===== src/rtl/sram_access_arbiter.sv =====
// Two-requester arbiter in front of a single-port SRAM: latches one command per grant,
// strobes the memory, waits out read latency and returns a one-cycle ack with read data.
// Optional build macro ARB_FIXED_PRIO_EN: port A wins every tie instead of round robin.
module sram_access_arbiter #(
    parameter int unsigned ADDR_W     = 7,
    parameter int unsigned DATA_W     = 8,
    parameter int unsigned MEM_RD_LAT = 1
) (
    input  logic              clock,
    input  logic              reset,
    input  logic              a_req,
    input  logic              a_we,
    input  logic [ADDR_W-1:0] a_addr,
    input  logic [DATA_W-1:0] a_wdata,
    output logic              a_ack,
    output logic [DATA_W-1:0] a_rdata,
    input  logic              b_req,
    input  logic              b_we,
    input  logic [ADDR_W-1:0] b_addr,
    input  logic [DATA_W-1:0] b_wdata,
    output logic              b_ack,
    output logic [DATA_W-1:0] b_rdata,
    output logic              mem_en,
    output logic              mem_re_weN,
    output logic [ADDR_W-1:0] mem_addr,
    output logic [DATA_W-1:0] mem_wdata,
    input  logic [DATA_W-1:0] mem_rdata,
    output logic              busy,
    output logic              last_grant
);

    typedef enum logic [1:0] {StIdle, StIssue, StWait, StResp} state_e;

    state_e     state_q;
    logic       owner_q;  // 0 = port A, 1 = port B
    logic       we_q;
    logic [2:0] lat_cnt_q;
    logic       a_win;
    logic       b_win;
    logic       sel_we;

    always_comb begin
        a_win = a_req & ~b_req;
        b_win = b_req & ~a_req;
        if (a_req && b_req) begin
`ifdef ARB_FIXED_PRIO_EN
            a_win = 1'b1;
`else
            // Round robin: the port that did not own the last access wins the tie.
            a_win = last_grant;
            b_win = ~last_grant;
`endif
        end
        sel_we = b_win ? b_we : a_we;
    end

    always_ff @(posedge clock) begin
        if (reset) begin
            state_q    <= StIdle;
            owner_q    <= 1'b0;
            we_q       <= 1'b0;
            lat_cnt_q  <= '0;
            a_ack      <= 1'b0;
            b_ack      <= 1'b0;
            a_rdata    <= '0;
            b_rdata    <= '0;
            mem_en     <= 1'b0;
            mem_re_weN <= 1'b1;
            mem_addr   <= '0;
            mem_wdata  <= '0;
            busy       <= 1'b0;
            last_grant <= 1'b1;
        end else begin
            a_ack  <= 1'b0;
            b_ack  <= 1'b0;
            mem_en <= 1'b0;
            case (state_q)
                StIdle: begin
                    if (a_win || b_win) begin
                        // mem_addr/mem_wdata double as the command registers.
                        owner_q    <= b_win;
                        we_q       <= sel_we;
                        mem_re_weN <= ~sel_we;
                        mem_addr   <= b_win ? b_addr : a_addr;
                        mem_wdata  <= b_win ? b_wdata : a_wdata;
                        mem_en     <= 1'b1;
                        busy       <= 1'b1;
                        state_q    <= StIssue;
                    end
                end
                StIssue: begin
                    if (we_q) begin
                        a_ack   <= ~owner_q;
                        b_ack   <= owner_q;
                        state_q <= StResp;
                    end else begin
                        lat_cnt_q <= 3'(MEM_RD_LAT);
                        state_q   <= StWait;
                    end
                end
                StWait: begin
                    if (lat_cnt_q == 3'd1) begin
                        if (owner_q) begin
                            b_rdata <= mem_rdata;
                        end else begin
                            a_rdata <= mem_rdata;
                        end
                        a_ack   <= ~owner_q;
                        b_ack   <= owner_q;
                        state_q <= StResp;
                    end else begin
                        lat_cnt_q <= lat_cnt_q - 3'd1;
                    end
                end
                StResp: begin
                    last_grant <= owner_q;
                    busy       <= 1'b0;
                    state_q    <= StIdle;
                end
                default: state_q <= StIdle;
            endcase
        end
    end

endmodule

===== config.mk =====
export PLATFORM = sky130hd
export DESIGN_NAME = sram_access_arbiter
export DESIGN_NICKNAME = d
export VERILOG_FILES = /design/src/rtl/sram_access_arbiter.sv
export SDC_FILE = /design/constraint.sdc
export NUM_CORES = 1
export LEC_CHECK = 0
export CAP_MARGIN = 10
export CORE_MARGIN = 3
export CORE_UTILIZATION = 35
export DETAILED_ROUTE_END_ITERATION = 16
export GPL_TIMING_DRIVEN = 0
export PLACE_DENSITY = 0.68
export SLEW_MARGIN = 5
export SYNTH_ARGS = -nofsm -noshare
export SYNTH_HDL_FRONTEND = slang
export SYNTH_SLANG_ARGS = --single-unit

===== constraint.sdc =====
create_clock -name clock -period 1.6 [get_ports clock]
set_input_delay 0.4 -clock clock [delete_from_list [all_inputs] [get_ports clock]]
set_output_delay 0.4 -clock clock [all_outputs]
set_load 0.01 [all_outputs]

==> results_dict.tcl, run 1 <==
set metrics [dict create \
    max_cap_violations 0 \
    rsz0062_at_grt "true" \
    yosysSeqAreaShare 0.462 \
    filler_cell_count 444 \
    fin_crit_sh 0.977 \
    setup.worst_path.class "flip-flop to output port" \
    rows 26 \
    cp_cell_sequence "clkdlybuf4s50_1" \
    slew_headroom 0.664 \
    hp-class "flip-flop to flip-flop" \
    cp-start-kind "flip-flop" \
    avgViaCountPerCell 4.55 \
    io_buffers 79 \
    power_density_nw_per_um2 1320 \
    slew_violations 0 \
    die_w_um 79.8 \
    synth_largest_area_cell "dfxtp_1" \
    coreArea_um2 5170 \
    netlist_area_um2 1910 \
    die_area_um2 6370 \
    diodes 0 \
    worstSkewPairLatency_ps 290 \
    cp_slowest_cell "clkdlybuf4s50_1" \
    whs_ps 444 \
    clk_pin_slew_ps 80 \
    worst_slew_pin_slew_ps 504 \
    synth_top_area_share 0.462 \
    overflow 0 \
    synth_area_leaders "dfxtp_1 (46%), mux2i_1 (14%), a211oi_1 (6.3%), nor2_1 (5.5%), ha_1 (5.2%)" \
    cp_slowest_stage_delay_ps 540 \
    clock-sinks 44 \
    drt_iter0_drc 80 \
    period_needed_ps 1560 \
    grt_pass1_vias 1535 \
    area_growth_pct 59.6 \
    p_leak_uw 0.00151 \
    vias 1624 \
    finalHoldViolations 0 \
    pin_count 81 \
    crit_buf_inv 1 \
    placed_cells 346 \
    fmax_mhz 639 \
    cts_tree "yes" \
    syn_nets 249 \
    fin_nets 338 \
    root_buffer "clkbuf_8" \
    holdBufCountCts 0 \
    path_delay_family "buffers and inverters" \
    grt_max_degree 14 \
    cts_buffers 5 \
    syn_inst 197 \
    power_uw 4030 \
    drc_errors 0 \
    totalWireLength_um 4670 \
    antenna_found_initial 0 \
    stdcell_area_um2 3040 \
    worst_slack_ps 36.0 \
    drive_gt1_frac 0.129 \
    preCtsSetupSlack_ps -358 \
    wl_per_cell_um 13.1 \
    skew_ps 11.7 \
    firstDrtPassIters 4 \
    grt_pass1_wl_um 7140 \
    dieHeight_um 79.8 \
    status "finished, final reports clean" \
    endpoint_kind "output port" \
    htreeDepth 2 \
    track_usage 0.143 \
    final_common_cell "clkdlybuf4s50_1" \
    dp_hpwl_um 3350 \
    yosysWarnings 0 \
    required_ps 1200 \
    clk_path_buf_depth 2 \
    path_max_fanout 2 \
    dpl_cell_area_um2 2790 \
    final_cell_mix "clkdlybuf4s50_1 (50), dfxtp_1 (42), nor2_1 (27), dlymetal6s2s_1 (27), mux2i_1 (23)" \
    synth_seq_cells 44 \
    ant_nets 0 \
    start_util 0.369 \
    setup_viol 0 \
    vdd_drop_max_mv 0.651 \
    worstPathArrival_ps 1160 \
    syn_avg_cell_area_um2 9.68 \
    final_cells 357 \
    gp_routability_congestion 0.726 \
    synthDistinctLibCells 33 \
]
==> power breakdown <==
part | total [µW] | internal (µW) | switching (µW)
registers | 1500 | 1350 | 153
clock network | 725 | 351 | 373
logic | 1810 | 941 | 865
==> sequential cells by signal (all words and copies together) (netlist names) <==
signal      cells
mem_wdata       8
last_grant      1
owner_q         1
lat_cnt_q       3
b_rdata         8
a_ack           1
a_rdata         8
busy            1
state_q         2
mem_addr        7
we_q            1
b_ack           1
mem_en          1
mem_re_weN      1
==> per-layer routing <==
metal / vias up / part of all wire / track usage / wire, µm
met5: - / 0 / 0 / 0
met3: 2 / 0.070 / 0.0542 / 325
li1: 860 / - / - / -
met4: 0 / 0.0084 / 0.0456 / 39
met1: 716 / 0.43 / 0.180 / 2020
met2: 46 / 0.49 / 0.224 / 2280
==> path summary, 6_finish.rpt <==
path	start	to	slack [ps]	cells after the start
hold / removal	mem_re_weN$_SDFFE_PP1P_	mem_re_weN$_SDFFE_PP1P_	440	2
setup / recovery	mem_wdata[5]$_SDFFE_PP0P_	mem_wdata[5]	40	1
hold reg to reg	mem_re_weN$_SDFFE_PP1P_	mem_re_weN$_SDFFE_PP1P_	440	2
setup reg to reg	state_q[0]$_SDFFE_PP0P_	lat_cnt_q[2]$_SDFFE_PP0P_	90	6
==> per-stage QoR <==
step	TNS [ps]	util
floorplan	0	-
global placement	-5760	0.538
detailed placement	-6120	0.538
CTS	-2.96	0.559
global route	-44.6	0.589
finish	0	0.589
==> cell families (layout without fill, tap and decap cells) <==
logic type      Yosys count  after routing  synth area share
compound gates           40             40             0.149
fa+ha+maj                 8              8            0.0525
buf+inv                  17            107            0.0505
flops                    44             44             0.462
mux                      26             26             0.136
simple gates             62             62             0.150
==> cell type report <==
cell class              instances  area (µm²)  share of cell area
flip-flops and latches         44         886               0.291
clock inverters                 1        7.51             0.00247
plain buffers                  13        93.8              0.0308
clock buffers                   7        86.3              0.0284
well taps                      70        87.6              0.0288
multi-input cells             136         990               0.325
inverters                       4        15.0             0.00493
repair buffers                 82         878               0.289
==> Yosys cell counts <==
cell type / instances
and2_1: 1
nor4b_1: 2
nand4b_1: 1
inv_1: 4
a21boi_2: 1
mux2i_1: 26
a211oi_4: 1
a21oi_1: 12
buf_2: 4
buf_12: 1
nor2b_1: 2
ha_1: 8
clkbuf_1: 6
nand2b_1: 3
a21bo_2: 1
buf_6: 1
a22oi_1: 2
nor2_1: 28
a211oi_1: 16
buf_4: 1
nor3b_1: 1
a31oi_1: 1
o21ai_0: 2
a211o_1: 1
nand3_1: 2
o21a_1: 1
nand3b_1: 1
nor4bb_1: 1
nand2_1: 18
o21bai_1: 2
and2b_1: 1
and3_1: 1
dfxtp_1: 44
==> repair_timing <==
| item | CTS | global route |
|---|---|---|
| buffers inserted | 0 | 3 |
| resized for setup | 8 | 45 |
| pin swaps | 0 | 2 |
| setup endpoints to repair | 27 | 53 |
| hold endpoints to repair | 0 | 0 |
Power figures use the tool's default switching activity.
==> run 2, diff against run 1 <==
--- a/config.mk
+++ b/config.mk
@@ -6,11 +6,13 @@
 export NUM_CORES = 1
 export LEC_CHECK = 0
 export CAP_MARGIN = 10
+export CELL_PAD_IN_SITES_DETAIL_PLACEMENT = 1
+export CELL_PAD_IN_SITES_GLOBAL_PLACEMENT = 1
 export CORE_MARGIN = 3
-export CORE_UTILIZATION = 35
+export CORE_UTILIZATION = 31
 export DETAILED_ROUTE_END_ITERATION = 16
 export GPL_TIMING_DRIVEN = 0
-export PLACE_DENSITY = 0.68
+export PLACE_DENSITY_LB_ADDON = 0.1
 export SLEW_MARGIN = 5
 export SYNTH_ARGS = -nofsm -noshare
 export SYNTH_HDL_FRONTEND = slang
==> run 2 against run 1 <==
Effect of this change: global-route usage up 0.49 points; clock power is 4.1% higher; design area increased by 2.8%; flip-flop and latch count unchanged; register-to-register slack about the same; hold slack improved by 4.0 ps; via count up 5.4%; wire length increased by 16%; die area grew 12%; final cell count grew 1.4%.
==> results_dict.tcl, run 2 (synthesis gave the netlist of run 1 again) <==
set metrics [dict create \
    power_density_nw_per_um2 1340 \
    r2r_start "state_q[1]$_SDFFE_PP0P_" \
    whs_ps 448 \
    skew_ps 3.82 \
    max_cap_violations 0 \
    setup_viol 0 \
    root_buffer "clkbuf_8" \
    ant_nets 0 \
    vias 1711 \
    cp-start-kind "primary input" \
    holdBufCountCts 0 \
    totalWireLength_um 5430 \
    worst_slew_pin_slew_ps 533 \
    die_w_um 84.4 \
    rows 27 \
    hp-class "flip-flop to flip-flop" \
    setup.worst_path.class "primary input to flip-flop" \
    fin_nets 342 \
    area_growth_pct 64.1 \
    fin_crit_sh 0.977 \
    io_buffers 79 \
    startpoint "a_req" \
    grt_pass1_wl_um 8600 \
    drc_errors 0 \
    slew_violations 0 \
    firstDrtPassIters 2 \
    finalHoldViolations 0 \
    start_util 0.332 \
    diodes 0 \
    htreeDepth 2 \
    drive_gt1_frac 0.155 \
    drt_iter0_drc 41 \
    final_cell_mix "clkdlybuf4s50_1 (44), dfxtp_1 (41), dlymetal6s2s_1 (33)" \
    min_from "mem_re_weN$_SDFFE_PP1P_" \
    gp_routability_congestion 0.684 \
    required_ps 1760 \
    clock-sinks 44 \
    vdd_drop_max_mv 0.664 \
    grt_pass1_vias 1767 \
    final_cells 362 \
    worstPathArrival_ps 1720 \
    slew_headroom 0.645 \
    worstSkewPairLatency_ps 290 \
    reg_top3 "a_rdata x8, b_rdata x8, mem_wdata x8" \
    cts_tree "yes" \
    filler_cell_count 654 \
    path_max_fanout 10 \
    dp_hpwl_um 4000 \
    endpoint_kind "flip-flop" \
    track_usage 0.147 \
    coreArea_um2 5740 \
    grt_max_degree 13 \
    clk_path_buf_depth 2 \
    antenna_found_initial 0 \
    fmax_mhz 640 \
    p_leak_uw 0.00163 \
    overflow 0 \
    dieHeight_um 84.4 \
    die_area_um2 7130 \
    pin_count 81 \
    final_common_cell "clkdlybuf4s50_1" \
    status "finished, final reports clean" \
    avgViaCountPerCell 4.73 \
    clk_pin_slew_ps 80 \
    placed_cells 348 \
    cts_buffers 5 \
    wl_per_cell_um 15.0 \
    period_needed_ps 1560 \
]
[run 2: worst paths after layout]
path	to	slack, ps	cells after the start
setup / recovery	mem_wdata[0]$_SDFFE_PP0P_	40	6
hold / removal	mem_re_weN$_SDFFE_PP1P_	450	2
setup reg to reg	mem_wdata[0]$_SDFFE_PP0P_	100	6
hold reg to reg	mem_re_weN$_SDFFE_PP1P_	450	2
[run 2: stage by stage]
stage / power, µW / setup WS (ps) / utilization / TNS, ps / instance area [µm²]
2_1_floorplan: 2490 / 149 / - / 0 / 1910
3_3_place_gp: 3210 / -405 / 0.485 / -6650 / 2790
3_5_place_dp: 3240 / -416 / 0.485 / -7240 / 2790
4_1_cts: 4030 / 0.319 / 0.505 / 0 / 2900
6_report: 4190 / 37.1 / 0.545 / 0 / 3130
5_1_grt: 4500 / -35.5 / 0.545 / -133 / 3130
[run 2: final cells by class]
class | instances | area, µm² | share of cell area
Clock buffer | 7 | 96.3 | 0.0308
Tap cell | 72 | 90.1 | 0.0288
Inverter | 4 | 17.5 | 0.00560
Timing Repair Buffer | 86 | 923 | 0.295
Buffer | 13 | 97.6 | 0.0312
Multi-Input combinational cell | 136 | 1020 | 0.325
Sequential cell | 44 | 887 | 0.283
[run 2: worst max-delay path: stages]
cell and delay [ps]:
clkdlybuf4s50_1 550, nor2_2 80, nor2b_1 110, clkbuf_4 190, buf_2 270, a211oi_1 110
[run 2: power by group]
| group | internal, µW | total, µW | switching (µW) | leakage, µW |
|---|---|---|---|---|
| logic | 985 | 1940 | 951 | 0.00122 |
| registers | 1350 | 1500 | 147 | 0.000362 |
| clock network | 385 | 755 | 370 | 0.0000503 |
[run 2: repair_timing]
| action | CTS | global route |
|---|---|---|
| pin swaps | 0 | 3 |
| gates resized for setup | 10 | 57 |
| buffers inserted | 0 | 7 |
| endpoints found under the setup margin | 31 | 58 |
[run 2: per-layer routing]
metal,global-route usage,vias to the layer above,wire length (µm),part of all wire
li1,-,866,-,-
met1,0.182,797,2470,0.45
met2,0.246,43,2590,0.48
met3,0.0481,5,312,0.057
met4,0.0432,0,55,0.010
met5,0,-,0,0
==> run 3, diff against run 2 <==
--- a/config.mk
+++ b/config.mk
@@ -8,7 +8,7 @@
 export CAP_MARGIN = 10
 export CELL_PAD_IN_SITES_DETAIL_PLACEMENT = 1
 export CELL_PAD_IN_SITES_GLOBAL_PLACEMENT = 1
-export CORE_MARGIN = 3
+export CORE_MARGIN = 2
 export CORE_UTILIZATION = 31
 export DETAILED_ROUTE_END_ITERATION = 16
 export GPL_TIMING_DRIVEN = 0
==> run 3 against run 2 <==
Effect of this change: clock power increased by 6.0%; first-iteration DRC count shrank 29%; clock skew up 0.96 ps.
==> results_dict.tcl, run 3 (synthesis gave the netlist of run 1 again) <==
set metrics [dict create \
    pin_count 81 \
    cp_slowest_stage_delay_ps 350 \
    cp-start-kind "flip-flop" \
    grt_pass1_wl_um 8240 \
    rsz0062_at_grt "true" \
    ant_nets 0 \
    filler_cell_count 665 \
    slew_violations 0 \
    cp_cell_sequence "inv_2, buf_4, ha_4, nor2_1, a211oi_4, a21bo_2, a21oi_1" \
    antenna_found_initial 0 \
    path_delay_family "compound AO/OA/AOI/OAI gates" \
    drc_errors 0 \
    required_ps 1760 \
    wl_per_cell_um 15.0 \
    grt_pass1_vias 1662 \
    vias 1773 \
    cts_buffers 5 \
    use_met3 0.0478 \
    ff2ff_setup_slack_ps 20 \
    crit_buf_inv 2 \
    path_max_fanout 6 \
    slew_headroom 0.618 \
    setup-tns-final_ps 0 \
    totalWireLength_um 5500 \
    cts_tree "yes" \
    grt_max_degree 13 \
    gp_routability_congestion 0.756 \
    p_leak_uw 0.00154 \
    finalHoldViolations 0 \
    worst_slew_pin_slew_ps 572 \
    period_needed_ps 1580 \
    root_buffer "clkbuf_8" \
    clk_pin_slew_ps 80 \
    drive_gt1_frac 0.151 \
    power_density_nw_per_um2 1360 \
    final_common_cell "clkdlybuf4s50_1" \
    holdBufCountCts 0 \
    dieHeight_um 82.4 \
    regArea_um2 887 \
    final_cells 367 \
    reg_top3 "a_rdata x8, b_rdata x8, mem_wdata x8" \
    endpoint_kind "flip-flop" \
    setup.worst_path.class "flip-flop to flip-flop" \
    clock-sinks 44 \
    hp-class "flip-flop to flip-flop" \
    die_w_um 82.4 \
    cp_slowest_cell "dfxtp_1" \
    rows 28 \
    coreArea_um2 5920 \
    fin_nets 345 \
    drt_iter0_drc 29 \
    start_util 0.322 \
    whs_ps 453 \
    met1_usage 0.204 \
    dp_hpwl_um 3970 \
    postLayoutCoreUtil 0.527 \
    fmax_mhz 633 \
    firstDrtPassIters 2 \
    worstPathArrival_ps 1740 \
    diodes 0 \
    die_area_um2 6790 \
    max_cap_violations 0 \
    clk_path_buf_depth 2 \
    final_cell_mix "clkdlybuf4s50_1 (48), dfxtp_1 (41), nor2_1 (27)" \
    track_usage 0.160 \
    use_met2 0.267 \
    area_growth_pct 63.8 \
    avgViaCountPerCell 4.83 \
    grt-busiest-layer "met2" \
    multi_input_area_um2 1010 \
    status "finished, final reports clean" \
    skew_ps 4.78 \
    io_buffers 79 \
    overflow 0 \
    worstSkewPairLatency_ps 290 \
    placed_cells 351 \
    htreeDepth 2 \
    vdd_drop_max_mv 0.511 \
    fin_crit_sh 0.987 \
    setup_viol 0 \
]
-- run 3: area by class of cell --
cell class                 count  share of cell area
multi-input combinational    136               0.322
sequential                    44               0.284
timing repair buffer          89               0.296
buffer                        13              0.0312
clock inverter                 1             0.00962
inverter                       4             0.00481
clock buffer                   5              0.0220
tap                           75              0.0300
-- run 3: metrics by stage --
step                      power [µW]  setup WS (ps)  area [µm²]
after global routing            4550          -58.6        3120
after floorplan                 2490            149        1910
after global placement          3190           -415        2790
final                           4250           21.1        3120
after detailed placement        3240           -419        2790
after CTS                       4090           4.39        2900
-- run 3: path summary, 6_finish.rpt --
kind | from | endpoint | cells after the start
worst max-delay path | state_q[0]$_SDFFE_PP0P_ | lat_cnt_q[2]$_SDFFE_PP0P_ | 7
worst min-delay path | mem_re_weN$_SDFFE_PP1P_ | mem_re_weN$_SDFFE_PP1P_ | 2
worst max register to register | state_q[0]$_SDFFE_PP0P_ | lat_cnt_q[2]$_SDFFE_PP0P_ | 7
worst min register to register | mem_re_weN$_SDFFE_PP1P_ | mem_re_weN$_SDFFE_PP1P_ | 2
-- run 3: repair_timing --
item | CTS | global route
endpoints found under the setup margin | 34 | 51
hold endpoints to repair | 0 | 0
setup buffers | 0 | 10
resized for setup | 12 | 47
pin swaps | 0 | 4
-- run 3: report_power, final --
group          internal, µW  switching, µW  leakage [µW]
logic                  1000            944       0.00113
registers              1350            155      0.000362
clock network           448            351     0.0000501
total                  2800           1450       0.00154
-- run 3: worst register-to-register path, cell delays in order (launching register included) --
cell and delay, ps:
dfxtp_1 350, inv_2 150, buf_4 150, ha_4 160, nor2_1 70, a211oi_4 330
a21bo_2 190, a21oi_1 50
-- run 3: layer usage --
metal	share of wire	wire length, µm	vias to the layer above
li1	-	-	871
met1	0.46	2540	839
met2	0.46	2560	57
met3	0.064	351	6
met4	0.0085	47	0
met5	0	0	-
